File: src/rtl/tcdm_cmd_arbiter_if.sv
// Command-side bundle of tcdm_cmd_arbiter: per-port command inputs,
// the shared unpacker command/beat handshake, and per-port completion.
// slave  : the arbiter's view.
// master : the surrounding environment (command queues + unpacker).
interface tcdm_cmd_arbiter_if #(
  parameter int NB_PORTS        = 2,
  parameter int TRANS_SID_WIDTH = 2,
  parameter int TCDM_ADD_WIDTH  = 12,
  parameter int TCDM_OPC_WIDTH  = 12,
  parameter int MCHAN_LEN_WIDTH = 15
);
  // Per-port command requests
  logic [NB_PORTS-1:0][TCDM_OPC_WIDTH-1:0]  in_opc_i;
  logic [NB_PORTS-1:0][MCHAN_LEN_WIDTH-1:0] in_len_i;
  logic [NB_PORTS-1:0][TCDM_ADD_WIDTH-1:0]  in_add_i;
  logic [NB_PORTS-1:0][TRANS_SID_WIDTH-1:0] in_sid_i;
  logic [NB_PORTS-1:0]                      in_req_i;
  logic [NB_PORTS-1:0]                      in_gnt_o;

  // Selected command towards the unpacker
  logic [TCDM_OPC_WIDTH-1:0]  cmd_opc_o;
  logic [MCHAN_LEN_WIDTH-1:0] cmd_len_o;
  logic [TCDM_ADD_WIDTH-1:0]  cmd_add_o;
  logic [TRANS_SID_WIDTH-1:0] cmd_sid_o;
  logic                       cmd_req_o;
  logic                       cmd_gnt_i;

  // Beat progress reported back by the unpacker
  logic                       beat_req_i;
  logic                       beat_eop_i;

  // Completion / status
  logic [NB_PORTS-1:0]        trans_done_o;
  logic                       busy_o;

  modport slave (
    input  in_opc_i, in_len_i, in_add_i, in_sid_i, in_req_i,
    input  cmd_gnt_i, beat_req_i, beat_eop_i,
    output in_gnt_o, cmd_opc_o, cmd_len_o, cmd_add_o, cmd_sid_o, cmd_req_o,
    output trans_done_o, busy_o
  );

  modport master (
    output in_opc_i, in_len_i, in_add_i, in_sid_i, in_req_i,
    output cmd_gnt_i, beat_req_i, beat_eop_i,
    input  in_gnt_o, cmd_opc_o, cmd_len_o, cmd_add_o, cmd_sid_o, cmd_req_o,
    input  trans_done_o, busy_o
  );
endinterface

File: src/rtl/tcdm_cmd_arbiter.sv
// tcdm_cmd_arbiter: shares one TCDM command unpacker between NB_PORTS
// command sources. Zero-latency pass-through of the selected command,
// lock on the selected port while the unpacker stalls, and tracking of
// the in-flight transaction until its end-of-packet beat.
// Build option: define TCDM_CMD_ARB_FIXED_PRIO_EN for fixed priority
// (lowest index wins); default is round-robin.
module tcdm_cmd_arbiter #(
  parameter int NB_PORTS        = 2,
  parameter int TRANS_SID_WIDTH = 2,
  parameter int TCDM_ADD_WIDTH  = 12,
  parameter int TCDM_OPC_WIDTH  = 12,
  parameter int MCHAN_LEN_WIDTH = 15
) (
  input  logic                   clk_i,
  input  logic                   rst_ni,
  tcdm_cmd_arbiter_if.slave      bus
);

  localparam int IDX_W = (NB_PORTS > 1) ? $clog2(NB_PORTS) : 1;

  typedef enum logic [1:0] {
    ARB_IDLE = 2'd0,
    ARB_WAIT = 2'd1,
    ARB_BUSY = 2'd2
  } arb_state_e;

  arb_state_e       state_q, state_d;
  logic [IDX_W-1:0] sel_q, sel_d;
  logic [IDX_W-1:0] owner_q, owner_d;
`ifdef TCDM_CMD_ARB_FIXED_PRIO_EN
`else
  logic [IDX_W-1:0] rr_q, rr_d;
`endif

  int               start_idx;
  logic [IDX_W-1:0] cand;
  logic [IDX_W-1:0] search_sel;
  logic             search_found;
  logic [IDX_W-1:0] sel;
  logic             req_sel;
  logic             hs;
  logic             eop_beat;

  // Search for the first pending request, starting after the last winner.
  always_comb begin
    // NOTE: every combinational variable gets a default first so no latch is inferred.
    search_sel   = '0;
    search_found = 1'b0;
    cand         = '0;
`ifdef TCDM_CMD_ARB_FIXED_PRIO_EN
    start_idx    = 0;
`else
    start_idx    = (int'(rr_q) + 1) % NB_PORTS;
`endif
    for (int k = 0; k < NB_PORTS; k++) begin
      cand = IDX_W'((start_idx + k) % NB_PORTS);
      if (!search_found && bus.in_req_i[cand]) begin
        search_found = 1'b1;
        search_sel   = cand;
      end
    end
  end

  // A stalled command keeps its port; a handshake is never taken while a
  // transaction is still being unpacked.
  assign sel      = (state_q == ARB_WAIT) ? sel_q : search_sel;
  assign req_sel  = bus.in_req_i[sel];
  assign eop_beat = bus.beat_req_i & bus.beat_eop_i;
  assign hs       = rst_ni & req_sel & bus.cmd_gnt_i & (state_q != ARB_BUSY);

  // Drive command, grant, done and busy outputs; everything reads zero while
  // rst_ni is low, including the combinational pass-through paths.
  always_comb begin
    bus.in_gnt_o     = '0;
    bus.cmd_req_o    = 1'b0;
    bus.cmd_opc_o    = '0;
    bus.cmd_len_o    = '0;
    bus.cmd_add_o    = '0;
    bus.cmd_sid_o    = '0;
    bus.trans_done_o = '0;
    bus.busy_o       = 1'b0;
    if (rst_ni) begin
      bus.cmd_req_o = req_sel;
      if (req_sel) begin
        bus.cmd_opc_o = bus.in_opc_i[sel];
        bus.cmd_len_o = bus.in_len_i[sel];
        bus.cmd_add_o = bus.in_add_i[sel];
        bus.cmd_sid_o = bus.in_sid_i[sel];
      end
      bus.in_gnt_o[sel] = hs;
      bus.busy_o        = (state_q == ARB_BUSY);
      if (hs && eop_beat) begin
        bus.trans_done_o[sel] = 1'b1;
      end else if ((state_q == ARB_BUSY) && eop_beat) begin
        bus.trans_done_o[owner_q] = 1'b1;
      end
    end
  end

  // Next-state logic: lock on stall, track owner until its end-of-packet beat.
  always_comb begin
    state_d = state_q;
    sel_d   = sel_q;
    owner_d = owner_q;
`ifdef TCDM_CMD_ARB_FIXED_PRIO_EN
`else
    rr_d    = rr_q;
    if (hs) rr_d = sel;
`endif
    unique case (state_q)
      ARB_IDLE, ARB_WAIT: begin
        if (hs) begin
          if (eop_beat) begin
            state_d = ARB_IDLE;
          end else begin
            owner_d = sel;
            state_d = ARB_BUSY;
          end
        end else if (req_sel) begin
          sel_d   = sel;
          state_d = ARB_WAIT;
        end else begin
          state_d = ARB_IDLE;
        end
      end
      ARB_BUSY: begin
        if (eop_beat) state_d = ARB_IDLE;
      end
      default: state_d = ARB_IDLE;
    endcase
  end

  // State registers; reset drops any in-flight transaction silently.
  always_ff @(posedge clk_i or negedge rst_ni) begin
    if (!rst_ni) begin
      state_q <= ARB_IDLE;
      sel_q   <= '0;
      owner_q <= '0;
`ifdef TCDM_CMD_ARB_FIXED_PRIO_EN
`else
      rr_q    <= IDX_W'(NB_PORTS - 1);
`endif
    end else begin
      // NOTE: non-blocking assignments so all registers update together at the edge.
      state_q <= state_d;
      sel_q   <= sel_d;
      owner_q <= owner_d;
`ifdef TCDM_CMD_ARB_FIXED_PRIO_EN
`else
      rr_q    <= rr_d;
`endif
    end
  end

endmodule

File: src/flat_wrapper.sv
// flat-port wrapper written by rule: the top's interface ports become plain ports
module tcdm_cmd_arbiter_flat 
#(
  parameter int NB_PORTS        = 2,
  parameter int TRANS_SID_WIDTH = 2,
  parameter int TCDM_ADD_WIDTH  = 12,
  parameter int TCDM_OPC_WIDTH  = 12,
  parameter int MCHAN_LEN_WIDTH = 15
)
  (clk_i, rst_ni, bus_in_opc_i, bus_in_len_i, bus_in_add_i, bus_in_sid_i, bus_in_req_i, bus_cmd_gnt_i, bus_beat_req_i, bus_beat_eop_i, bus_in_gnt_o, bus_cmd_opc_o, bus_cmd_len_o, bus_cmd_add_o, bus_cmd_sid_o, bus_cmd_req_o, bus_trans_done_o, bus_busy_o);
  tcdm_cmd_arbiter_if #(.NB_PORTS(NB_PORTS), .TRANS_SID_WIDTH(TRANS_SID_WIDTH), .TCDM_ADD_WIDTH(TCDM_ADD_WIDTH), .TCDM_OPC_WIDTH(TCDM_OPC_WIDTH), .MCHAN_LEN_WIDTH(MCHAN_LEN_WIDTH)) bus_i ();
  input  logic clk_i;
  input  logic rst_ni;
  input wire logic [$bits(bus_i.in_opc_i)-1:0] bus_in_opc_i;
  input wire logic [$bits(bus_i.in_len_i)-1:0] bus_in_len_i;
  input wire logic [$bits(bus_i.in_add_i)-1:0] bus_in_add_i;
  input wire logic [$bits(bus_i.in_sid_i)-1:0] bus_in_sid_i;
  input wire logic [$bits(bus_i.in_req_i)-1:0] bus_in_req_i;
  input wire logic [$bits(bus_i.cmd_gnt_i)-1:0] bus_cmd_gnt_i;
  input wire logic [$bits(bus_i.beat_req_i)-1:0] bus_beat_req_i;
  input wire logic [$bits(bus_i.beat_eop_i)-1:0] bus_beat_eop_i;
  output wire logic [$bits(bus_i.in_gnt_o)-1:0] bus_in_gnt_o;
  output wire logic [$bits(bus_i.cmd_opc_o)-1:0] bus_cmd_opc_o;
  output wire logic [$bits(bus_i.cmd_len_o)-1:0] bus_cmd_len_o;
  output wire logic [$bits(bus_i.cmd_add_o)-1:0] bus_cmd_add_o;
  output wire logic [$bits(bus_i.cmd_sid_o)-1:0] bus_cmd_sid_o;
  output wire logic [$bits(bus_i.cmd_req_o)-1:0] bus_cmd_req_o;
  output wire logic [$bits(bus_i.trans_done_o)-1:0] bus_trans_done_o;
  output wire logic [$bits(bus_i.busy_o)-1:0] bus_busy_o;
  assign bus_i.in_opc_i = bus_in_opc_i;
  assign bus_i.in_len_i = bus_in_len_i;
  assign bus_i.in_add_i = bus_in_add_i;
  assign bus_i.in_sid_i = bus_in_sid_i;
  assign bus_i.in_req_i = bus_in_req_i;
  assign bus_i.cmd_gnt_i = bus_cmd_gnt_i;
  assign bus_i.beat_req_i = bus_beat_req_i;
  assign bus_i.beat_eop_i = bus_beat_eop_i;
  assign bus_in_gnt_o = bus_i.in_gnt_o;
  assign bus_cmd_opc_o = bus_i.cmd_opc_o;
  assign bus_cmd_len_o = bus_i.cmd_len_o;
  assign bus_cmd_add_o = bus_i.cmd_add_o;
  assign bus_cmd_sid_o = bus_i.cmd_sid_o;
  assign bus_cmd_req_o = bus_i.cmd_req_o;
  assign bus_trans_done_o = bus_i.trans_done_o;
  assign bus_busy_o = bus_i.busy_o;
  tcdm_cmd_arbiter #(.NB_PORTS(NB_PORTS), .TRANS_SID_WIDTH(TRANS_SID_WIDTH), .TCDM_ADD_WIDTH(TCDM_ADD_WIDTH), .TCDM_OPC_WIDTH(TCDM_OPC_WIDTH), .MCHAN_LEN_WIDTH(MCHAN_LEN_WIDTH)) u_core (.clk_i(clk_i), .rst_ni(rst_ni), .bus(bus_i));
endmodule
File: config.mk
export PLATFORM = sky130hd
export DESIGN_NAME = tcdm_cmd_arbiter_flat
export DESIGN_NICKNAME = d
export VERILOG_FILES = /design/src/rtl/tcdm_cmd_arbiter_if.sv /design/src/rtl/tcdm_cmd_arbiter.sv /design/src/flat_wrapper.sv
export SDC_FILE = /design/constraint.sdc
export NUM_CORES = 1
export LEC_CHECK = 0
export CAP_MARGIN = 5
export CORE_ASPECT_RATIO = 0.75
export CORE_MARGIN = 2
export CORE_UTILIZATION = 23
export CTS_CLUSTER_DIAMETER = 30
export DETAILED_ROUTE_END_ITERATION = 10
export GPL_TIMING_DRIVEN = 0
export PLACE_DENSITY = 0.76
export SLEW_MARGIN = 30
export SYNTH_ARGS = -nofsm -noshare
export SYNTH_HDL_FRONTEND = slang
export SYNTH_SLANG_ARGS = --single-unit
File: constraint.sdc
create_clock -name clk_i -period 1.8 [get_ports clk_i]
set_input_delay 0.18 -clock clk_i [delete_from_list [all_inputs] [get_ports clk_i]]
set_output_delay 0.18 -clock clk_i [all_outputs]
set_load 0.1 [all_outputs]
==> flow_summary_export.csv, run 1 <==
group,metric,value,unit
cts,cts_setup_buffers,17,
cts,cts_max_path_buffers,2,
yosys,synth_cell_types,27,
yosys,yosysTopAreaCell,"mux2i_1",
yosys,synthCells,136,
status,stop_error,"[ERROR DPL-0038] Utilization greater than 100%, impossible to legalize",
yosys,synth_area_per_cell,7.45,sq um
cts,cts_resized,541,
cts,clock_sinks,5,
floorplan,placementRows,20,
cts,cts_buffers,3,
yosys,synth_fp_nets,225,
cts,cts_hold_buffers,0,
status,haltStage,"clock tree synthesis (4_1_cts)",
placed_design,gp_congestion,0.743,
floorplan,chipWidth,80.7,um
yosys,synth_seq_area_share,12.5,%
status,status,"stopped before the end",
floorplan,start_util,24.5,%
floorplan,die_h,61.5,um
floorplan,ios,136,
placed_design,port_buffers,134,
cts,htreeDepth,1,
placed_design,dp_hpwl,3.94,mm
yosys,netlist_area,1010,sq um
cts,cts_root_buf,"clkbuf_8",
yosys,ys_warn_count,0,
yosys,synth_top_area_share,42.5,%
yosys,synth-seq-cells,5,
yosys,synth.area.top_cells,"mux2i_1 42%, nor2_1 17%, dfrtp_1 9.9%",
[stage by stage]
step                hold WS (ns)  utilization (%)  cell area (sq um)  std cells  setup slack [ns]
floorplan                 -0.116                -               1390        136            -0.219
global placement           0.513             67.9               2800        325             -1.39
detailed placement         0.519             67.9               2800        325             -1.38
[cells in the mapped netlist]
library cell,number
inv_1,5
a21oi_1,4
or2_2,1
o2111ai_2,1
o21ai_0,1
nand4_1,1
nor2_1,46
mux2_1,2
buf_2,7
o211ai_1,1
a21o_1,1
mux2i_1,43
nand3_1,2
and2_1,1
dfrtp_1,4
nand2b_1,3
buf_4,3
nand4bb_1,1
nand2_1,1
a2111oi_2,1
a211oi_1,1
o21a_1,1
or4b_4,1
nand3b_1,1
o31a_1,1
a21boi_0,1
dfstp_2,1
[kinds of logic after synthesis]
| kind of cell | Yosys count | share of synthesized area, % |
|---|---|---|
| compound gates | 13 | 10.0 |
| buf+inv | 15 | 7.53 |
| flops | 5 | 12.5 |
| mux | 45 | 44.7 |
| simple gates | 58 | 25.3 |
==> run 2, diff against run 1 <==
- CORE_ASPECT_RATIO: 0.75 -> not set
- CORE_UTILIZATION: 23 -> 25
- CTS_CLUSTER_DIAMETER: 30 -> not set
- PLACE_DENSITY: 0.76 -> not set
- PLACE_DENSITY_LB_ADDON: not set -> 0.15
- clock period: 1.8 -> 2.3 ns (I/O delays scaled with it)
==> flow_summary_export.csv, run 2 <==
group,metric,value,unit
yosys,synth_seq_area_share,12.5,%
drt,drt-total-wl,4.57,mm
cts,cts_tree,"built",
global_route,grt_max_degree,11,
timing,maxSlewHeadroom,64.0,%
timing,setup_violations,0,
timing,tightest_slew,0.543,ns
cts,clk_pin_slew_worst_paths,0.03,ns
yosys,yosysMostFrequentCell,"nor2_1",
floorplan,dieArea,4580,sq um
pwr,combPwrFrac,85.7,%
cts,htreeDepth,1,
yosys,synth_fp_nets,225,
finish,final_common_cell,"clkdlybuf4s50_1",
status,status,"finished, final reports clean",
pwr,p_leak,1.15,nW
finish,largest_reg_flops,2,
worst_setup_path,crit_fanout,10,
pwr,clkPwrFrac,7.2,%
floorplan,chipWidth,67.7,um
worst_setup_path,r2r-end,"u_core.rr_q",
drt,drc,0,
finish,top_register,"u_core.state_q",
timing,hold_viol_final,0,
floorplan,core_region_area,3940,sq um
worst_setup_path,crit_type,"reg -> out",
pwr,p_total,2.25,mW
pwr,switchingPower,1.35,mW
placed_design,dp_hpwl,3.74,mm
placed_design,gp_congestion,0.720,
floorplan,start_util,25.7,%
yosys,synth_area_per_cell,7.45,sq um
yosys,synth-edff-count,0,
pwr,swShare,59.9,%
yosys,synth_cell_types,27,
cts,clock_sinks,5,
yosys,synth_top_area_share,42.5,%
worst_setup_path,start_kind,"register",
global_route,grt.overflow.total,0,
yosys,synth.area.top_cells,"mux2i_1 42%, nor2_1 17%, dfrtp_1 9.9%",
timing,rsz0062_at_grt,"yes",
worst_setup_path,reg2reg_setup_slack,0.48,ns
timing,tns,0,ns
yosys,yosysTopAreaCell,"mux2i_1",
yosys,synth-seq-cells,5,
cts,clk_latency,0.22,ns
drt,vias,1486,
drt,vias_per_cell,4.56,
cts,cts_root_buf,"clkbuf_8",
finish,nets,366,
global_route,antenna_found_initial,0,
cts,cts_max_path_buffers,2,
worst_hold_path,hp-class,"in -> async",
cts,cts_hold_buffers,0,
worst_setup_path,crit_arrival,1.96,ns
global_route,grt_pass1_wl,6.21,mm
global_route,grt_pass1_vias,1272,
finish,final_cell_mix,"86 x clkdlybuf4s50_1, 45 x buf_4, 33 x nor2_2",
timing,fin_crit_sh,95.4,%
worst_setup_path,r2r_cells,4,
finish,drive_gt1_share,44.6,%
cts,cts_buffers,3,
yosys,async_reset_ff_share,100,%
timing,finalCriticalPeriod,2.19,ns
floorplan,ios,136,
global_route,grtUsageTotal,17.5,%
drt,post_drt_wl_per_cell,14.0,um
finish,final_util,67.5,%
floorplan,die_h,67.7,um
placed_design,port_buffers,134,
yosys,synth_commonest_cells,"46 x nor2_1, 43 x mux2i_1, 7 x buf_2, 5 x inv_1",
yosys,synthCells,136,
pwr,power_density,846,nW/um^2
finish,antennaDiodeCount,0,
worst_setup_path,r2r_start,"u_core.state_q[1]",
drt,drtAntennaViolNets,0,
floorplan,placementRows,23,
timing,fmax,456,MHz
drt,drt-pass1-iter-count,4,
finish,syn2layout_area_growth,163,%
worst_setup_path,critical_path_required,2.07,ns
yosys,ys.flop_type,"dfrtp_1",
worst_setup_path,crit_path_end_kind,"output port",
job,maxCapViolations,0,
pwr,vdd_drop_max,0.549,mV
drt,first_iter_violations,30,
pwr,p_int,0.902,mW
timing,finClkSkew,0.00105,ns
pwr,seq_power_share,7.2,%
timing,maxSlewViolCount,0,
yosys,netlist_area,1010,sq um
yosys,ys_warn_count,0,
## run 2: cell counts after synthesis
No cell type changed its count.
## run 2: repair_timing
item                                   in CTS  in global routing
buffers inserted                            0                  2
gates resized for setup                   283                 26
setup endpoints to repair                  46                 45
endpoints found under the hold margin       0                  0
pin swaps                                   0                  1
## run 2: worst max path at each step
stage                      start                   to  cells after the start
2_1_floorplan  u_core.state_q[1]    bus_cmd_len_o[14]                      5
3_3_place_gp     bus_in_req_i[1]  bus_trans_done_o[0]                      8
3_5_place_dp     bus_in_req_i[1]  bus_trans_done_o[0]                      8
4_1_cts          bus_in_req_i[1]     bus_cmd_len_o[7]                      8
5_1_grt        u_core.state_q[1]    bus_cmd_len_o[13]                      7
6_report       u_core.state_q[1]    bus_cmd_len_o[13]                      7
## run 2: worst max-delay path, cell delays in order, from the launching register on
cell and delay [ns]:
dfrtp_2 0.44, nand2b_1 0.20, mux2i_1 0.17, buf_4 0.19, buf_6 0.19, mux2i_2 0.27
nor2_2 0.05, buf_4 0.23
## run 2: area by class of cell
| cell class | count | area (sq um) |
|---|---|---|
| fillers | 355 | 1280 |
| well taps | 50 | 62.6 |
| plain buffers | 10 | 100 |
| clock buffers | 4 | 45.0 |
| flip-flops and latches | 5 | 128 |
| inverters | 5 | 18.8 |
| multi-input cells | 116 | 1040 |
| repair buffers | 136 | 1260 |
## run 2: power by group through the flow
stage	clock network (mW)	registers [mW]	logic, mW
floorplan	0	0.151	1.39
detailed placement	0	0.162	1.82
global placement	0	0.161	1.81
finish	0.162	0.161	1.93
global route	0.174	0.170	2.02
CTS	0.166	0.162	1.82
## run 2: metrics by stage
step / hold WS, ns / cell area, sq um / cells / setup slack (ns)
final: 0.313 / 2660 / 326 / 0.106
after global routing: 0.331 / 2660 / 326 / -0.00750
after CTS: 0.300 / 2540 / 324 / -0.0209
after detailed placement: 0.505 / 2560 / 320 / -1.02
after global placement: 0.495 / 2570 / 320 / -1.03
after floorplan: -0.0656 / 1160 / 136 / -0.236
## run 2: logic make-up (layout without fill, tap and decap cells)
group,Yosys count,count (layout),synth area share [%]
AO/OA/AOI/OAI,13,13,10.0
buffers and inverters,15,155,7.53
flip-flops,5,5,12.5
multiplexers,45,45,44.7
AND/OR/NAND/NOR,58,58,25.3
## run 2: routing by layer
| metal | share of wire [%] | wire length, um | vias to the layer above | global-route usage, % |
|---|---|---|---|---|
| met5 | 0 | 0 | - | 0 |
| met4 | 0.28 | 13 | 0 | 3.06 |
| met3 | 12 | 541 | 2 | 5.17 |
| met2 | 50 | 2300 | 77 | 30.6 |
| met1 | 37 | 1710 | 653 | 21.2 |
| li1 | - | - | 754 | - |
Note: power is estimated with default switching activity, not from simulation.
==> run 3, diff against run 2 <==
- CORE_AREA: not set -> 2 2 63 65
- CORE_MARGIN: 2 -> not set
- CORE_UTILIZATION: 25 -> not set
- DIE_AREA: not set -> 0 0 65 67
- DONT_BUFFER_PORTS: not set -> 1
- MAX_ROUTING_LAYER: not set -> met4
==> flow_summary_export.csv, run 3 (synthesis gave the netlist of run 2 again) <==
group,metric,value,unit
cts,cts_tree,"built",
finish,layoutNonFillerInstCount,206,
worst_setup_path,path_delay_family,"compound AO/OA/AOI/OAI gates",
timing,maxSlewHeadroom,53.1,%
worst_setup_path,critical_path_required,2.07,ns
floorplan,chipWidth,65,um
finish,top_register,"u_core.state_q",
global_route,grt_pass1_wl,4.68,mm
placed_design,detailedPlace.worstSlack,-0.259,ns
drt,drtAntennaViolNets,0,
worst_hold_path,min_from,"bus_beat_eop_i",
worst_setup_path,crit_fanout,7,
timing,tightest_slew,0.702,ns
worst_setup_path,r2r_start,"u_core.state_q[0]",
worst_setup_path,start_kind,"register",
drt,drt-pass1-iter-count,2,
timing,maxSlewViolCount,0,
floorplan,die_h,67,um
worst_setup_path,crit_arrival,2.04,ns
placed_design,gp_congestion,0.744,
global_route,grt_pass1_vias,1008,
job,maxCapViolations,0,
drt,vias,1086,
finish,antennaDiodeCount,0,
drt,post_drt_wl_per_cell,16.7,um
global_route,grt.overflow.total,0,
cts,cts_root_buf,"clkbuf_8",
worst_setup_path,crit_path_cell_trace,"a21boi_2 > mux2i_1 > buf_4 > buf_12 > o211ai_1 > a21oi_4",
worst_hold_path,hp-class,"in -> reg",
drt,vias_per_cell,5.27,
finish,final_common_cell,"nor2_4",
finish,final_util,49.7,%
timing,finClkSkew,0.00161,ns
floorplan,placementRows,22,
drt,first_iter_violations,19,
worst_setup_path,crit_buf_inv,2,
pwr,power_density,1220,nW/um^2
timing,fin_ws,0.0298,ns
drt,drc,0,
timing,fin_crit_sh,98.7,%
finish,syn2layout_area_growth,76.7,%
timing,rsz0062_at_grt,"yes",
cts,clk_latency,0.22,ns
placed_design,dp_hpwl,2.74,mm
floorplan,start_util,28.1,%
finish,largest_reg_flops,2,
cts,cts_max_path_buffers,2,
global_route,grtUsageTotal,13.9,%
global_route,grt_max_degree,11,
timing,finalCriticalPeriod,2.27,ns
worst_setup_path,max_stage_delay,0.61,ns
worst_setup_path,cp_slowest_cell,"a21oi_4",
placed_design,placedCellCount,184,
status,status,"finished, final reports clean",
timing,setup_violations,0,
cts,cts_buffers,3,
timing,hold_viol_final,0,
placed_design,port_buffers,0,
drt,drt-total-wl,3.44,mm
cts,htreeDepth,1,
finish,final_cell_mix,"44 x nor2_4, 36 x mux2i_1, 16 x buf_4",
timing,fmax,440,MHz
global_route,antenna_found_initial,0,
worst_setup_path,crit_path_end_kind,"output port",
pwr,vdd_drop_max,0.519,mV
finish,nets,248,
floorplan,core_region_area,3610,sq um
floorplan,ios,136,
pwr,p_leak,0.680,nW
cts,clk_pin_slew_worst_paths,0.03,ns
worst_setup_path,crit_type,"reg -> out",
worst_setup_path,crit_start,"u_core.rr_q",
floorplan,dieArea,4360,sq um
finish,drive_gt1_share,60.1,%
cts,clock_sinks,5,
[run 3: routing by layer]
metal  share of wire [%]  wire length (um)  GRT usage (%)  up-vias
met2                  53              1830           25.1       79
met3                  11               374           1.86        2
met4                0.52                18           4.52        0
met1                  35              1220           15.8      490
met5                   0                 0              -        -
li1                    -                 -              -      515
[run 3: worst paths after layout]
path / to / cells after the start / slack, ns
min in group asynchronous: u_core.state_q[0] / 1 / 0.31
max in group asynchronous: u_core.rr_q / 1 / 1.74
worst min-delay path: u_core.state_q[1] / 1 / 0.1
worst max register to register: u_core.owner_q / 5 / 0.35
worst max-delay path: bus_trans_done_o[0] / 6 / 0.03
worst min register to register: u_core.owner_q / 1 / 0.52
[run 3: area by class of cell]
cell class	count	area, sq um
Fill cell	323	1820
Multi-Input combinational cell	116	1210
Timing Repair Buffer	18	213
Sequential cell	5	130
Buffer	10	105
Tap cell	48	60.1
Clock buffer	4	45.0
Inverter	5	22.5
[run 3: what timing repair did]
item	in CTS	in global routing
endpoints found under the setup margin	43	43
resized for setup	22	8
hold buffers	1	0
pin swaps	6	6
setup buffers	12	5
hold endpoints to repair	5	0
[run 3: worst reg2reg max path, delay by kind of cell, from the launching register on]
kind	cells	cell delay, ns
AOI/OAI and AO/OA	2	0.56
DFF	1	0.45
muxes	1	0.36
and+or+nand+nor	1	0.24
buffers and inverters	1	0.22
[run 3: metrics by stage]
stage	total power, mW	hold slack [ns]	instance area, sq um	setup TNS, ns
after floorplan	1.54	-0.0656	1160	-0.658
after global placement	1.61	-0.0654	1220	-6.88
after detailed placement	1.76	-0.0655	1430	-1.53
after CTS	2.14	0.0957	1730	0
after global routing	2.26	0.0973	1790	-0.911
final	2.18	0.0990	1790	0
[run 3: report_power, final]
part | leakage [nW] | internal, mW | switching, mW
clock | 0.0228 | 0.119 | 0.0400
sequential | 0.0547 | 0.128 | 0.0394
combinational | 0.602 | 0.533 | 1.32
total | 0.680 | 0.780 | 1.40
==> run 4, diff against run 3 <==
- MAX_ROUTING_LAYER: met4 -> not set
==> flow_summary_export.csv, run 4 (synthesis gave the netlist of run 2 again) <==
group,metric,value,unit
global_route,grt_pass1_wl,4.68,mm
worst_setup_path,crit_type,"reg -> out",
floorplan,chipWidth,65,um
pwr,p_leak,0.680,nW
worst_setup_path,crit_arrival,2.04,ns
timing,tightest_slew,0.702,ns
finish,top_register,"u_core.state_q",
pwr,power_density,1220,nW/um^2
timing,fin_ws,0.0300,ns
pwr,clkPwrFrac,7.3,%
finish,nets,248,
pwr,switchingPower,1.40,mW
placed_design,gp_congestion,0.735,
timing,fin_crit_sh,98.7,%
global_route,antenna_found_initial,0,
status,status,"finished, final reports clean",
timing,tns,0,ns
timing,finClkSkew,0.00161,ns
worst_setup_path,crit_fanout,7,
cts,clk_latency,0.22,ns
drt,drt-pass1-iter-count,2,
timing,fmax,441,MHz
drt,drtAntennaViolNets,0,
cts,cts_max_path_buffers,2,
pwr,swShare,64.2,%
timing,maxSlewViolCount,0,
timing,rsz0062_at_grt,"yes",
floorplan,core_region_area,3610,sq um
cts,cts_tree,"built",
drt,vias,1084,
floorplan,die_h,67,um
pwr,seq_power_share,7.7,%
job,maxCapViolations,0,
drt,post_drt_wl_per_cell,16.7,um
placed_design,port_buffers,0,
pwr,vdd_drop_max,0.519,mV
finish,final_cell_mix,"44 x nor2_4, 36 x mux2i_1, 16 x buf_4",
placed_design,detailedPlace.worstSlack,-0.259,ns
drt,first_iter_violations,22,
floorplan,placementRows,22,
drt,drc,0,
finish,largest_reg_flops,2,
placed_design,dp_hpwl,2.74,mm
cts,cts_buffers,3,
cts,cts_root_buf,"clkbuf_8",
floorplan,start_util,28.1,%
timing,setup_violations,0,
timing,maxSlewHeadroom,53.1,%
floorplan,ios,136,
worst_setup_path,start_kind,"register",
timing,hold_viol_final,0,
global_route,grt.overflow.total,0,
finish,final_common_cell,"nor2_4",
cts,clk_pin_slew_worst_paths,0.03,ns
cts,htreeDepth,1,
timing,finalCriticalPeriod,2.27,ns
floorplan,dieArea,4360,sq um
finish,final_util,49.7,%
worst_hold_path,hp-class,"in -> reg",
global_route,grt_pass1_vias,1007,
worst_setup_path,crit_path_end_kind,"output port",
pwr,p_int,0.780,mW
global_route,grtUsageTotal,13.5,%
drt,vias_per_cell,5.26,
cts,clock_sinks,5,
pwr,combPwrFrac,85.0,%
finish,antennaDiodeCount,0,
drt,drt-total-wl,3.44,mm
worst_setup_path,critical_path_required,2.07,ns
global_route,grt_max_degree,11,
finish,drive_gt1_share,60.1,%
finish,syn2layout_area_growth,76.7,%
## run 4: cell counts in the layout (fill, tap and decap cells not counted)
No cell type changed its count.
## run 4: routing by layer
layer / wire (um) / GRT usage (%) / vias to the layer above / share of wire (%)
met4: 18 / 4.52 / 0 / 0.52
met1: 1210 / 15.8 / 488 / 35
met2: 1830 / 25.1 / 79 / 53
met5: 0 / 0 / - / 0
met3: 380 / 1.86 / 2 / 11
li1: - / - / 515 / -
## run 4: area by class of cell
| class | count | area (sq um) |
|---|---|---|
| Tap cell | 48 | 60.1 |
| Buffer | 10 | 105 |
| Clock buffer | 4 | 45.0 |
| Inverter | 5 | 22.5 |
| Fill cell | 323 | 1820 |
| Sequential cell | 5 | 130 |
| Multi-Input combinational cell | 116 | 1210 |
| Timing Repair Buffer | 18 | 213 |
## run 4: stage by stage
step / area, sq um / instances / power, mW / hold WS, ns
2_1_floorplan: 1160 / 136 / 1.54 / -0.0656
3_3_place_gp: 1220 / 184 / 1.61 / -0.0654
3_5_place_dp: 1430 / 184 / 1.76 / -0.0655
4_1_cts: 1730 / 201 / 2.14 / 0.0957
5_1_grt: 1790 / 206 / 2.26 / 0.0973
6_report: 1790 / 206 / 2.18 / 0.0990
## run 4: worst max-delay path, stage by stage (launching register included)
cell and delay [ns]:
dfstp_2 0.55, a21boi_2 0.06, mux2i_1 0.13, buf_4 0.20, buf_12 0.14, o211ai_1 0.13, a21oi_4 0.61
## run 4: final timing paths
kind                                    from                   to  slack [ns]  cells past startpoint
max                              u_core.rr_q  bus_trans_done_o[0]        0.03                      6
min                           bus_beat_eop_i    u_core.state_q[1]         0.1                      1
max reg2reg                u_core.state_q[0]       u_core.owner_q        0.35                      5
min reg2reg                   u_core.owner_q       u_core.owner_q        0.52                      1
max in group asynchronous             rst_ni          u_core.rr_q        1.74                      1
min in group asynchronous             rst_ni    u_core.state_q[0]        0.31                      1
## run 4: timing repair
action,CTS,global route
setup buffers,12,5
hold endpoints to repair,5,0
pin swaps,6,6
gates resized for setup,22,8
setup endpoints to repair,43,43
hold buffers,1,0
## run 4: power groups by stage
| stage | Combinational [mW] | Sequential [mW] | Clock [mW] |
|---|---|---|---|
| 2_1_floorplan | 1.39 | 0.151 | 0 |
| 3_3_place_gp | 1.45 | 0.161 | 0 |
| 3_5_place_dp | 1.60 | 0.164 | 0 |
| 4_1_cts | 1.81 | 0.165 | 0.163 |
| 5_1_grt | 1.92 | 0.172 | 0.169 |
| 6_report | 1.85 | 0.167 | 0.159 |
